$ cat config.mk
export PLATFORM = sky130hd
export DESIGN_NAME = cmos_frame_capture
export DESIGN_NICKNAME = d
export VERILOG_FILES = /design/src/rtl/cmos_capture_pkg.sv /design/src/rtl/cmos_pixel_assembler.sv /design/src/rtl/cmos_frame_capture.sv
export SDC_FILE = /design/constraint.sdc
export NUM_CORES = 1
export LEC_CHECK = 0
export ABC_AREA = 1
export BUFFER_PORTS_ARGS = -buffer_cell sky130_fd_sc_hd__buf_2
export CORE_MARGIN = 1.5
export CORE_UTILIZATION = 57
export CTS_CLUSTER_SIZE = 10
export DETAILED_ROUTE_END_ITERATION = 6
export PLACE_DENSITY_LB_ADDON = 0.1
export SYNTH_ARGS = -nofsm -noshare
export SYNTH_HDL_FRONTEND = slang
export SYNTH_SLANG_ARGS = --single-unit
$ cat constraint.sdc
create_clock -name clk_i -period 1.8 [get_ports clk_i]
set_input_delay 0.27 -clock clk_i [delete_from_list [all_inputs] [get_ports clk_i]]
set_output_delay 0.27 -clock clk_i [all_outputs]
set_load 0.05 [all_outputs]
$ cat src/rtl/cmos_capture_pkg.sv
// cmos_capture_pkg: shared types and byte-pair to colour conversion for the CMOS capture path.
package cmos_capture_pkg;

    typedef enum logic [1:0] {
        MODE_RGB565     = 2'd0,
        MODE_RGB444     = 2'd1,
        MODE_YUV_Y      = 2'd2,
        MODE_RGB565_ALT = 2'd3
    } cam_mode_e;

    typedef enum logic [1:0] {
        ST_IDLE,
        ST_WAIT_VS,
        ST_ACTIVE
    } capture_state_e;

    typedef struct packed {
        logic [7:0] r;
        logic [7:0] g;
        logic [7:0] b;
    } rgb8_t;

    // Channels come back MSB-aligned in 8 bits, so slicing the top COLOR_BITS zero-pads narrow channels.
    function automatic rgb8_t to_pixel(cam_mode_e mode, logic [7:0] b0, logic [7:0] b1);
        rgb8_t p;
        p = '{r: {b0[7:3], 3'b0}, g: {b0[2:0], b1[7:5], 2'b0}, b: {b1[4:0], 3'b0}};
        if (mode == MODE_RGB444)
            p = '{r: {b0[3:0], 4'b0}, g: {b1[7:4], 4'b0}, b: {b1[3:0], 4'b0}};
        else if (mode == MODE_YUV_Y)
            p = '{r: b0, g: b0, b: b0};
        return p;
    endfunction

endpackage

$ cat src/rtl/cmos_pixel_assembler.sv
// cmos_pixel_assembler: pairs camera bytes into pixels and flags the strobe that completes each pixel.
module cmos_pixel_assembler
    import cmos_capture_pkg::*;
#(
    parameter int COLOR_BITS = 4
) (
    input  logic                      clk_i,
    input  logic                      reset_i,
    input  logic                      pixel_en_i,
    input  logic                      href_i,
    input  logic                      clr_i,
    input  logic [7:0]                data_i,
    input  logic [1:0]                mode_i,
    output logic                      phase_o,
    output logic                      pix_valid_o,
    output logic [3*COLOR_BITS-1:0]   pixel_o
);

    logic [7:0] b0;
    rgb8_t      p;

    always_ff @(posedge clk_i) begin
        if (!reset_i) begin
            phase_o <= 1'b0;
            b0      <= '0;
        end else if (clr_i) begin
            phase_o <= 1'b0;
        end else if (pixel_en_i) begin
            phase_o <= href_i & ~phase_o;
            if (href_i && !phase_o) b0 <= data_i;
        end
    end

    assign pix_valid_o = pixel_en_i & href_i & phase_o;
    assign p           = to_pixel(cam_mode_e'(mode_i), b0, data_i);
    assign pixel_o     = {p.r[7 -: COLOR_BITS], p.g[7 -: COLOR_BITS], p.b[7 -: COLOR_BITS]};

endmodule

$ cat src/rtl/cmos_frame_capture.sv
// cmos_frame_capture: OV7670 byte stream to decimated VRAM writes with frame status and geometry errors.
// Define CMOS_CAPTURE_TEST_PATTERN_EN to add test_pattern_i, which substitutes 8 vertical colour bars.
module cmos_frame_capture
    import cmos_capture_pkg::*;
#(
    parameter int ACTIVE_COLUMNS = 640,
    parameter int ACTIVE_ROWS    = 480,
    parameter int DECIMATE       = 2,
    parameter int COLOR_BITS     = 4,
    parameter int ADDR_WIDTH     = $clog2((ACTIVE_COLUMNS/DECIMATE)*(ACTIVE_ROWS/DECIMATE))
) (
    input  logic                     clk_i,
    input  logic                     reset_i,
    input  logic                     pixel_en_i,
    input  logic                     vsync_i,
    input  logic                     href_i,
    input  logic [7:0]               data_i,
    input  logic [1:0]               mode_i,
    input  logic                     capture_en_i,
`ifdef CMOS_CAPTURE_TEST_PATTERN_EN
    input  logic                     test_pattern_i,
`endif
    output logic                     wr_en_o,
    output logic [ADDR_WIDTH-1:0]    wr_addr_o,
    output logic [3*COLOR_BITS-1:0]  wr_data_o,
    output logic                     frame_start_o,
    output logic                     frame_done_o,
    output logic [7:0]               frame_count_o,
    output logic                     error_o
);

    localparam int CW = $clog2(ACTIVE_COLUMNS + 1);
    localparam int RW = $clog2(ACTIVE_ROWS + 1);
    localparam int DW = DECIMATE > 1 ? $clog2(DECIMATE) : 1;
    localparam logic [CW-1:0] COL_MAX  = CW'(ACTIVE_COLUMNS);
    localparam logic [RW-1:0] ROW_MAX  = RW'(ACTIVE_ROWS);
    // Keep limits trimmed to whole decimation groups so the address range is never overrun.
    localparam logic [CW-1:0] COL_KEEP = CW'((ACTIVE_COLUMNS/DECIMATE)*DECIMATE);
    localparam logic [RW-1:0] ROW_KEEP = RW'((ACTIVE_ROWS/DECIMATE)*DECIMATE);
    localparam logic [DW-1:0] DMAX     = DW'(DECIMATE - 1);
    localparam logic [ADDR_WIDTH-1:0] LAST_ADDR =
        ADDR_WIDTH'((ACTIVE_COLUMNS/DECIMATE)*(ACTIVE_ROWS/DECIMATE) - 1);

    capture_state_e            state, state_n;
    logic                      vs_q, hr_q;
    logic [1:0]                mode_q;
    logic [CW-1:0]             col;
    logic [RW-1:0]             row;
    logic [DW-1:0]             xd, yd;
    logic                      phase, pix_valid;
    logic [3*COLOR_BITS-1:0]   pixel, pix_out;
    logic                      active, start, done, href_fall, keep, err_evt;

    cmos_pixel_assembler #(.COLOR_BITS(COLOR_BITS)) u_asm (
        .clk_i       (clk_i),
        .reset_i     (reset_i),
        .pixel_en_i  (pixel_en_i),
        .href_i      (href_i),
        .clr_i       (start),
        .data_i      (data_i),
        .mode_i      (mode_q),
        .phase_o     (phase),
        .pix_valid_o (pix_valid),
        .pixel_o     (pixel)
    );

`ifdef CMOS_CAPTURE_TEST_PATTERN_EN
    logic [2:0] bar;
    assign bar     = 3'(int'(col) / (ACTIVE_COLUMNS/8));
    assign pix_out = test_pattern_i ?
        {{COLOR_BITS{~bar[1]}}, {COLOR_BITS{~bar[2]}}, {COLOR_BITS{~bar[0]}}} : pixel;
`else
    assign pix_out = pixel;
`endif

    always_ff @(posedge clk_i) begin
        if (!reset_i) state <= ST_IDLE;
        else          state <= state_n;
    end

    always_comb begin
        state_n = state;
        if (state == ST_IDLE && capture_en_i) state_n = ST_WAIT_VS;
        if (start) state_n = ST_ACTIVE;
        if (done)  state_n = ST_IDLE;
    end

    always_comb begin
        active    = state == ST_ACTIVE;
        start     = state == ST_WAIT_VS && pixel_en_i && vs_q && !vsync_i;
        done      = active && pixel_en_i && !vs_q && vsync_i;
        href_fall = active && pixel_en_i && hr_q && !href_i;
        keep      = active && pix_valid && xd == '0 && yd == '0 && col < COL_KEEP && row < ROW_KEEP;
        err_evt   = active && ((pix_valid && (col >= COL_MAX || row >= ROW_MAX)) || (href_fall && phase));
    end

    always_ff @(posedge clk_i) begin
        if (!reset_i) begin
            wr_en_o       <= 1'b0;
            wr_addr_o     <= '0;
            wr_data_o     <= '0;
            frame_start_o <= 1'b0;
            frame_done_o  <= 1'b0;
            frame_count_o <= '0;
            error_o       <= 1'b0;
            vs_q          <= 1'b0;
            hr_q          <= 1'b0;
            mode_q        <= '0;
            col           <= '0;
            row           <= '0;
            xd            <= '0;
            yd            <= '0;
        end else begin
            wr_en_o       <= keep;
            frame_start_o <= start;
            frame_done_o  <= done;
            if (wr_en_o && wr_addr_o != LAST_ADDR) wr_addr_o <= wr_addr_o + 1'b1;
            if (keep) wr_data_o <= pix_out;
            if (pixel_en_i) begin
                vs_q <= vsync_i;
                hr_q <= href_i;
            end
            if (done) frame_count_o <= frame_count_o + 1'b1;
            if (err_evt) error_o <= 1'b1;
            if (active && pix_valid && col != COL_MAX) begin
                col <= col + 1'b1;
                xd  <= xd == DMAX ? '0 : xd + 1'b1;
            end
            if (href_fall) begin
                col <= '0;
                xd  <= '0;
                row <= row == ROW_MAX ? row : row + 1'b1;
                yd  <= yd == DMAX ? '0 : yd + 1'b1;
            end
            if (start) begin
                wr_addr_o <= '0;
                col       <= '0;
                row       <= '0;
                xd        <= '0;
                yd        <= '0;
                error_o   <= 1'b0;
                mode_q    <= mode_i;
            end
        end
    end

endmodule
==> results of run 1 <==
routing by layer:
layer / vias up / track usage / wire length (um)
li1: 2001 / - / -
met4: 0 / 0.08651 / 136
met5: - / 0 / 0
met3: 15 / 0.03714 / 400
met2: 104 / 0.3894 / 4000
met1: 1769 / 0.3459 / 4262
synth_stat cells (2+ instances only):
library cell	count
nand2_1	195
dfxtp_1	77
nor2_1	68
a21oi_1	57
inv_1	57
o21ai_0	22
nand3_1	19
xor2_1	17
nor3_1	13
nand4_1	8
buf_2	7
ha_1	6
nor2_2	5
a21oi_2	4
buf_6	4
nand2_2	3
nand3_2	3
nand3b_1	3
o21ai_1	3
xnor2_1	3
o21ai_2	2
metrics by stage:
stage	area, um^2	cells
6_report	4566	742
5_1_grt	4566	742
4_1_cts	4566	742
3_5_place_dp	4373	726
3_3_place_gp	4373	726
2_1_floorplan	3949	587
registers in the layout, indices dropped and copies added (netlist names), 2 cells and up:
| signal | cells |
|---|---|
| col | 10 |
| wr_data_o | 12 |
| mode_q | 2 |
| wr_addr_o | 17 |
| row | 9 |
| frame_count_o | 8 |
| state | 2 |
| u_asm.b0 | 8 |
kinds of logic (layout without fill, tap and decap cells):
family / Yosys count / count (layout)
and+or+nand+nor: 321 / 321
DFF: 77 / 77
AOI/OAI and AO/OA: 91 / 91
xor gates and xnor gates: 20 / 20
buffers and inverters: 72 / 147
adders and majority gates: 6 / 6
tightest hold or removal path, stage by stage:
cell and delay [ns]:
buf_2 0.07, nand2_1 0.05, o21ai_0 0.06
worst max path at each step:
stage | start | end | slack, ns
2_1_floorplan | wr_addr_o[9] | wr_addr_o[1] | 0.05
3_3_place_gp | wr_addr_o[0] | wr_addr_o[15] | 0.21
3_5_place_dp | wr_addr_o[0] | wr_addr_o[6] | 0.14
4_1_cts | wr_addr_o[0] | wr_addr_o[6] | 0.11
5_1_grt | wr_addr_o[0] | wr_addr_o[5] | 0.003
6_report | wr_addr_o[0] | wr_addr_o[6] | 0.15
cell type report:
class                           instances  area (um^2)  share of cell area
Clock buffer                           12        145.1             0.03179
Multi-Input combinational cell        438         2091              0.4579
Clock inverter                          4        47.55             0.01041
Sequential cell                        77         1544              0.3382
Tap cell                               80        100.1             0.02192
Inverter                               58        217.7             0.04768
Timing Repair Buffer                   73        420.4             0.09208
power by group:
group          switching, mW  internal (mW)  leakage (nW)  total [mW]
logic                 0.0837         0.0436          1.23       0.127
clock network          0.629          0.676        0.0964        1.31
registers             0.0111           1.72         0.623        1.73
==> summary.txt, run 1 <==
Status
  • Outcome: finished clean

Timing
  • RSZ-0062 raised after global routing: no
  • Fmax: ~0.60 GHz
  • Fin. Hold Viols: 0
  • Final setup violation count: 0
  • Final setup margin: between 0.1 and 0.15 ns
  • Crit share post-route: 0.9192
  • Worst-Margin Slew: 0.5402 ns
  • Hold WS: ~0.16 ns
  • TNS Setup: 0 ns
  • Fin. max-slew vios: 0
  • Worst slew margin: 0.6374
  • Clock Skews: 0.008102 ns
  • Min cycle time layout: between 1.5 and 2 ns

Worst setup path
  • CP Cell Sequence: ha_1 > nand2_2 > nor2_4 > nand2_4 > o21ai_4 > nand2_1 > a21oi_2
  • Critical path class: flop to flop
  • Worst path arrival time: a little under 2 ns
  • R2r startpoint: wr_addr_o[0]
  • CP max-delay cell: dfxtp_2
  • Critical Path RT: approximately 2.1 ns
  • Worst path max stage delay: ~0.38 ns
  • R2r worst-path depth: 7
  • Crit. End Element: flop
  • CP max FO: 15
  • Startpoint Class: flop
  • WP buf/inv: 0
  • Levels on crit path: 7
  • CP top delay family: compound AO/OA/AOI/OAI gates
  • Reg2reg setup slack: ~0.15 ns
  • FF-to-FF End: wr_addr_o[6]

Yosys
  • Yosys Warn Count: 0
  • Synth Area in Compound Gates: 0.1252
  • Cells after synthesis: slightly below 600
  • Post-synthesis mux area share: 0
  • Sequential fraction of the synthesis area: 0.3906
  • Avg Inst Size Synth: slightly below 7 um^2
  • Fraction of registers with async set/reset: 0
  • Top_reg_cell synth: dfxtp_1
  • Netlist cell types: 32
  • FF+latch count, synth: a little under 80
  • Post-synthesis xor/xnor area fraction: 0.04439
  • Adder-cell share of the synthesized area: 0.01902
  • Largest family of logic cells by synthesized area: simple AND/OR/NAND/NOR gates
  • Synth Cell Area: 3946 um^2
  • Syn nets: 609
  • Simple-Gate Fraction of Synth Area: 0.3412
  • Leading area contributor after synthesis: dfxtp_1
  • EDFF count, synth: 0
  • Dominant cells by area after synthesis: dfxtp_1 (39%), nand2_1 (19%), a21oi_1 (7.2%), nor2_1 (6.5%), inv_1 (5.4%)
  • Share of the synthesized area in the top cell type: 0.3906

Global route
  • Largest net degree at the start of global routing: 26
  • Initial antenna violation count: 0
  • Grt total ovfl: 0
  • GRT Total Usage: 0.2467
  • Vias in the first global route: around 3400
  • First-pass GRT wire length: 15040 um

Cells and area
  • Commonest non-fill, non-tap cells in the layout: nand2_1 (195), dfxtp_1 (75), nor2_1 (68)
  • Final net count: slightly below 700
  • Layout cells sized above 1: 0.1662
  • Commonest non-fill, non-tap cell in the layout: nand2_1
  • Fill count: between 600 and 700
  • P&R area growth vs syn: 15.69%
  • Final core occ: 0.6757
  • ANT cells: 0

Routing
  • Post-route DRC: 0
  • Via/cell ratio: roughly 5.2
  • Final wirelength: about 8800 um
  • Pre-Repair DR Iteration Count: 5
  • Vias: just under 4000
  • Routed Antenna Nets: 0
  • Initial DRC count: about 190
  • DR WL/cell: 11.86 um

Pwr
  • Pwr Total: approximately 3.2 mW
  • Leak Pwr: between 1.5 and 2 nW
  • Peak supply drop: 0.0005194 V
  • P per Cell Area: 692.6 nW/um^2

Clock network
  • Root Buffer: clkbuf_8
  • Htree depth: 3
  • Worst skew pair latency: around 0.34 ns
  • Post-CTS Hold Fix Bufs: 0
  • CTS tree: yes
  • Setup Fix Bufs, Post-CTS: 0
  • Clock buffer count from CTS: 9
  • Sink Count: 77
  • CTS resizes: 0
  • Clock slew at reported path FFs: around 0.08 ns
  • Clock buffer depth: 2

Floorplan
  • Die Y: ~86 um
  • Die width: 86.21 um
  • Area of the core: slightly below 7000 um^2
  • Io pins: 57
  • Die area: 7431 um^2
  • Standard-cell rows: 30
  • Starting Density: 0.5841

Hold path
  • Hold path depth: 3
  • Min-Delay Startpoint: mode_i[1]
  • Hold Path End: mode_q[1]
  • HP Class: input port to flop

Place
  • DP Wirelength: 6428 um
  • Port Buf Inserts: 56
  • Routability-driven placement congestion ratio: roughly 0.85
  • DP Worst Slack: 0.1413 ns

Run
  • Max Cap Viol: 0
Power figures use the tool's default switching activity.
==> run 2, diff against run 1 <==
CORE_UTILIZATION = 35   (was 57)
==> run 2 against run 1 <==
Clock-buffer cell count increased by 1. Clock skew decreased by 0.0038 ns. Clock power increased by 25%. Maximum frequency increased by 5.5%. Non-clock buffer count increased by 6. Wire length increased by 11%. Worst hold slack got worse by 0.022 ns. Total power increased by 11%. Flip-flop and latch count unchanged.
==> summary.txt, run 2 (synthesis results as in run 1) <==
Global route
  • Met1 Resource Use GR: 0.2237 (was 0.3459)
  • Initial antenna violation count: 0 (unchanged)
  • First-pass GRT wire length: 16300 um (was 15040 um)
  • Met2 Use GR: 0.2772 (was 0.3894)
  • GRT Total Usage: 0.1751 (was 0.2467)
  • Met3 usage: 0.04363 (was 0.03714)
  • Busiest metal layer after global routing: met2 (unchanged)
  • Largest net degree at the start of global routing: 22 (was 26)
  • Vias in the first global route: 3585 (was 3391)
  • Grt total ovfl: 0 (unchanged)

Worst setup path
  • Crit. End Element: flop (unchanged)
  • CP max FO: 9 (was 15)
  • Critical Path RT: 2.07 ns (was 2.08 ns)
  • Reg2reg setup slack: 0.23 ns (was 0.15 ns)
  • Startpoint Class: flop (unchanged)
  • Worst path arrival time: 1.84 ns (was 1.94 ns)
  • Critical path class: flop to flop (unchanged)

Cells and area
  • Final instance area: 4762 um^2 (was 4566 um^2)
  • Commonest non-fill, non-tap cells in the layout: nand2_1 (195), dfxtp_1 (75), nor2_1 (68) (unchanged)
  • Top Registers: wr_addr_o (17), wr_data_o (12), col (10) (unchanged)
  • Max FFs per register: 17 (unchanged)
  • Final net count: 685 (was 679)
  • ANT cells: 0 (unchanged)
  • Commonest non-fill, non-tap cell in the layout: nand2_1 (unchanged)
  • P&R area growth vs syn: 20.67% (was 15.69%)
  • Layout cells sized above 1: 0.1724 (was 0.1662)
  • Final Non-Filler Cells: 807 (was 742)
  • Most flop-heavy register: wr_addr_o (unchanged)

Hold path
  • HP Class: input port to flop (unchanged)

Place
  • Routability-driven placement congestion ratio: 0.8170 (was 0.8512)
  • Dpl cell area: 4466 um^2 (was 4373 um^2)
  • Port Buf Inserts: 56 (unchanged)
  • DP Wirelength: 7036 um (was 6428 um)
  • Placed cells: 790 (was 726)

Routing
  • Pre-Repair DR Iteration Count: 4 (was 5)
  • Via/cell ratio: 4.716 (was 5.241)
  • Initial DRC count: 195 (was 193)
  • Final wirelength: 9767 um (was 8799 um)
  • Vias: 3806 (was 3889)
  • DR WL/cell: 12.10 um (was 11.86 um)
  • Routed Antenna Nets: 0 (unchanged)
  • Post-route DRC: 0 (unchanged)

Clock network
  • Root Buffer: clkbuf_16 (was clkbuf_8)
  • Sink Count: 77 (unchanged)
  • Post-CTS Hold Fix Bufs: 0 (unchanged)
  • Clock slew at reported path FFs: 0.06 ns (was 0.08 ns)
  • Htree depth: 3 (unchanged)
  • Clock buffer count from CTS: 9 (unchanged)
  • CTS tree: yes (unchanged)
  • Worst skew pair latency: 0.34 ns (about the same)
  • Clock buffer depth: 2 (unchanged)

Timing
  • Hold WS: 0.1376 ns (was 0.1593 ns)
  • Clock Skews: 0.004318 ns (was 0.008102 ns)
  • Final setup violation count: 0 (unchanged)
  • Worst-Margin Slew: 0.4970 ns (was 0.5402 ns)
  • Fin. Hold Viols: 0 (unchanged)
  • Fmax: 0.6375 GHz (was 0.6044 GHz)
  • RSZ-0062 raised after global routing: no (unchanged)
  • Fin. max-slew vios: 0 (unchanged)
  • TNS Setup: 0 ns (unchanged)
  • Worst slew margin: 0.6675 (was 0.6374)
  • Min cycle time layout: 1.569 ns (was 1.655 ns)
  • Crit share post-route: 0.8715 (was 0.9192)

Status
  • Outcome: finished clean (unchanged)

Floorplan
  • Die Y: 109.2 um (was 86.21 um)
  • Io pins: 57 (unchanged)
  • Die area: 11920 um^2 (was 7431 um^2)
  • Area of the core: 10940 um^2 (was 6756 um^2)
  • Starting Density: 0.3609 (was 0.5841)
  • Die width: 109.2 um (was 86.21 um)
  • Standard-cell rows: 38 (was 30)

Pwr
  • NetSw: 0.7783 mW (was 0.7238 mW)
  • Internal power: 2.727 mW (was 2.438 mW)
  • Comb power frac: 0.037 (was 0.040)
  • Register share of total power: 0.494 (was 0.547)
  • Clock Power Share: 0.469 (was 0.413)
  • Leak Pwr: 2.019 nW (was 1.950 nW)
  • Peak supply drop: 0.0004345 V (was 0.0005194 V)
  • P per Cell Area: 736.0 nW/um^2 (was 692.6 nW/um^2)
  • Sw Share: 0.2221 (was 0.2289)
  • Pwr Total: 3.505 mW (was 3.162 mW)

Run
  • Max Cap Viol: 0 (unchanged)
run 2: cell type report:
class	count	area [um^2]
Multi-Input combinational cell	438	2100
Timing Repair Buffer	79	465.4
Tap cell	140	175.2
Inverter	58	217.7
Clock inverter	2	10.01
Clock buffer	13	250.2
Fill cell	1173	6173
Sequential cell	77	1544
run 2: stage by stage:
step	worst slack, ns	util
after global routing	0.05791	0.4355
after CTS	0.03371	0.4322
after global placement	0.03167	0.4084
after detailed placement	0.03258	0.4084
final	0.2313	0.4355
after floorplan	0.04671	-
run 2: power by group through the flow:
stage	Sequential [mW]	Combinational, mW	Clock [mW]
6_report	1.73	0.130	1.64
3_5_place_dp	1.77	0.132	0
4_1_cts	1.73	0.132	1.69
2_1_floorplan	1.77	0.0811	0
5_1_grt	1.73	0.149	1.77
3_3_place_gp	1.77	0.132	0
run 2: what timing repair did:
| item | 4_1_cts | 5_1_grt |
|---|---|---|
| hold endpoints to repair | 0 | 0 |
| endpoints found under the setup margin | 0 | 17 |
| gates resized for setup | 0 | 2 |
| buffers inserted | 0 | 2 |
run 2: path summary, 6_finish.rpt:
kind,from,endpoint,depth (start not counted)
worst min-delay path,mode_i[1],mode_q[1],3
worst min register to register,u_asm.b0[3],u_asm.b0[3],2
worst max-delay path,wr_addr_o[0],wr_addr_o[1],8
worst max register to register,wr_addr_o[0],wr_addr_o[1],8
run 2: worst max-delay path: stages (launching register included):
cell and delay [ns]:
dfxtp_2 0.38, ha_1 0.23, nand2_2 0.08, nor2_4 0.16
nand2_4 0.09, o21ai_4 0.17, buf_12 0.15, o21ai_0 0.12
nor2_1 0.12
run 2: per-layer routing:
layer | vias to the layer above | part of all wire | routed length [um]
met5 | - | 0 | 0
met3 | 14 | 0.034 | 332
met2 | 48 | 0.45 | 4352
met1 | 1732 | 0.50 | 4856
li1 | 2012 | - | -
met4 | 0 | 0.023 | 227
==> run 3, diff against run 2 <==
CTS_BUF_LIST = sky130_fd_sc_hd__clkbuf_2 sky130_fd_sc_hd__clkbuf_4 sky130_fd_sc_hd__clkbuf_8   (was not set)
==> run 3 against run 2 <==
Clock-buffer cell count stayed put. Largest cell class unchanged. Die area stayed put. Cell count stayed put. Wire length is 0.94% lower. Global-route usage is 0.20 points lower. Non-clock buffer count stayed put. Sequential share of layout area is 0.63 points higher. Sequential power hardly changed. First-iteration DRC count is 4.1% lower. Register-to-register slack hardly changed.
==> summary.txt, run 3 (synthesis results as in run 1) <==
Global route
  • Vias in the first global route: 3566 (was 3585)
  • Met1 Resource Use GR: 0.2242 (was 0.2237)
  • Initial antenna violation count: 0 (unchanged)
  • Busiest metal layer after global routing: met2 (unchanged)
  • Met3 usage: 0.04184 (was 0.04363)
  • Met2 Use GR: 0.2723 (was 0.2772)
  • First-pass GRT wire length: 16240 um (was 16300 um)
  • Grt total ovfl: 0 (unchanged)
  • Largest net degree at the start of global routing: 22 (unchanged)
  • GRT Total Usage: 0.1731 (was 0.1751)

Timing
  • Worst-Margin Slew: 0.4982 ns (was 0.4970 ns)
  • TNS Setup: 0 ns (unchanged)
  • Min cycle time layout: 1.570 ns (was 1.569 ns)
  • Fmax: 0.6368 GHz (was 0.6375 GHz)
  • Clock Skews: 0.008024 ns (was 0.004318 ns)
  • Crit share post-route: 0.8724 (was 0.8715)
  • Final setup violation count: 0 (unchanged)
  • RSZ-0062 raised after global routing: no (unchanged)
  • Fin. max-slew vios: 0 (unchanged)
  • Worst slew margin: 0.6667 (was 0.6675)
  • Fin. Hold Viols: 0 (unchanged)

Place
  • DP Wirelength: 7036 um (unchanged)
  • Routability-driven placement congestion ratio: 0.8170 (unchanged)
  • Dpl cell area: 4466 um^2 (unchanged)
  • Port Buf Inserts: 56 (unchanged)

Pwr
  • Comb power frac: 0.043 (was 0.037)
  • Register share of total power: 0.567 (was 0.494)
  • NetSw: 0.7141 mW (was 0.7783 mW)
  • Clock Power Share: 0.391 (was 0.469)
  • Sw Share: 0.2340 (was 0.2221)
  • Internal power: 2.338 mW (was 2.727 mW)
  • Pwr Total: 3.052 mW (was 3.505 mW)
  • P per Cell Area: 653.2 nW/um^2 (was 736.0 nW/um^2)
  • Peak supply drop: 0.0003423 V (was 0.0004345 V)
  • Leak Pwr: 1.983 nW (was 2.019 nW)

Cells and area
  • Max FFs per register: 17 (unchanged)
  • P&R area growth vs syn: 18.39% (was 20.67%)
  • Commonest non-fill, non-tap cell in the layout: nand2_1 (unchanged)
  • ANT cells: 0 (unchanged)
  • Most flop-heavy register: wr_addr_o (unchanged)
  • Final instance area: 4672 um^2 (was 4762 um^2)
  • Top Registers: wr_addr_o (17), wr_data_o (12), col (10) (unchanged)
  • Final net count: 685 (unchanged)
  • Layout cells sized above 1: 0.1769 (was 0.1724)
  • Commonest non-fill, non-tap cells in the layout: nand2_1 (195), dfxtp_1 (75), nor2_1 (68) (unchanged)

Worst setup path
  • R2r startpoint: wr_addr_o[0] (unchanged)
  • CP endpoint: wr_addr_o[1] (unchanged)
  • Critical path class: flop to flop (unchanged)
  • CP max FO: 9 (unchanged)
  • Startpoint Class: flop (unchanged)
  • Critical Path RT: 2.09 ns (was 2.07 ns)
  • Reg2reg setup slack: 0.23 ns (about the same)
  • R2r worst-path depth: 8 (unchanged)
  • FF-to-FF End: wr_addr_o[1] (unchanged)
  • Crit. Startpoint: wr_addr_o[0] (unchanged)
  • Worst path arrival time: 1.86 ns (was 1.84 ns)
  • Crit. End Element: flop (unchanged)

Clock network
  • Clock buffer depth: 2 (unchanged)
  • Sink Count: 77 (unchanged)
  • Root Buffer: clkbuf_8 (was clkbuf_16)
  • CTS tree: yes (unchanged)
  • Worst skew pair latency: 0.36 ns (was 0.34 ns)
  • Clock slew at reported path FFs: 0.08 ns (was 0.06 ns)
  • Htree depth: 3 (unchanged)
  • Clock buffer count from CTS: 9 (unchanged)
  • Post-CTS Hold Fix Bufs: 0 (unchanged)

Routing
  • Vias: 3785 (was 3806)
  • Post-route DRC: 0 (unchanged)
  • Pre-Repair DR Iteration Count: 6 (was 4)
  • Via/cell ratio: 4.690 (was 4.716)
  • DR WL/cell: 11.99 um (was 12.10 um)
  • Routed Antenna Nets: 0 (unchanged)
  • Initial DRC count: 187 (was 195)
  • Final wirelength: 9675 um (was 9767 um)

Floorplan
  • Standard-cell rows: 38 (unchanged)
  • Io pins: 57 (unchanged)
  • Die width: 109.2 um (unchanged)
  • Die area: 11920 um^2 (unchanged)
  • Starting Density: 0.3609 (unchanged)
  • Area of the core: 10940 um^2 (unchanged)
  • Die Y: 109.2 um (unchanged)

Run
  • Max Cap Viol: 0 (unchanged)

Status
  • Outcome: finished clean (unchanged)

Hold path
  • Hold path depth: 3 (unchanged)
  • HP Class: input port to flop (unchanged)
==> run 3: cell count changes in the layout (fill, tap and decap cells not counted) <==
cell / previous run / this run
clkbuf_1: 3 / 0
clkbuf_16: 9 / 0
clkbuf_4: 0 / 3
clkbuf_8: 1 / 10
==> run 3: cell type report <==
class,count,area [um^2]
fillers,1182,6264
repair buffers,79,465.4
clock inverters,2,10.01
inverters,58,217.7
well taps,140,175.2
multi-input cells,438,2100
clock buffers,13,160.2
flip-flops and latches,77,1544
==> run 3: per-stage QoR <==
stage / hold slack (ns) / instances / setup slack, ns / utilization
finish: 0.1128 / 807 / 0.2297 / 0.4272
global route: 0.1136 / 807 / 0.04972 / 0.4272
CTS: 0.09816 / 805 / 0.02978 / 0.4239
detailed placement: 0.4565 / 790 / 0.03258 / 0.4084
global placement: 0.4414 / 790 / 0.03167 / 0.4084
floorplan: 0.3827 / 587 / 0.04671 / -
==> run 3: metal layers <==
metal | vias to the layer above | routed length (um)
li1 | 2010 | -
met1 | 1711 | 4769
met5 | - | 0
met4 | 0 | 190
met2 | 49 | 4357
met3 | 15 | 357
==> run 3: worst min-delay path by stage <==
stage	from	slack [ns]	end
3_5_place_dp	u_asm.b0[3]	0.46	u_asm.b0[3]
2_1_floorplan	mode_i[0]	0.38	mode_q[0]
4_1_cts	mode_i[1]	0.1	mode_q[1]
5_1_grt	mode_i[0]	0.11	mode_q[0]
3_3_place_gp	u_asm.b0[3]	0.44	u_asm.b0[3]
6_report	mode_i[1]	0.11	mode_q[1]
==> run 3: power by group through the flow <==
stage	combinational, mW	sequential [mW]	clock, mW
floorplan	0.0811	1.77	0
global placement	0.132	1.77	0
detailed placement	0.132	1.77	0
CTS	0.132	1.73	1.24
global route	0.149	1.73	1.32
finish	0.130	1.73	1.19
==> run 3: timing repair <==
action                                  in CTS  in global routing
gates resized for setup                      0                  2
setup buffers                                0                  2
endpoints found under the setup margin       0                 17
hold endpoints to repair                     0                  0
==> run 3: critical path, stage by stage (launching register included) <==
cell	delay (ns)
dfxtp_2	0.39
ha_1	0.23
nand2_2	0.08
nor2_4	0.16
nand2_4	0.09
o21ai_4	0.17
buf_12	0.14
o21ai_0	0.12
nor2_1	0.12
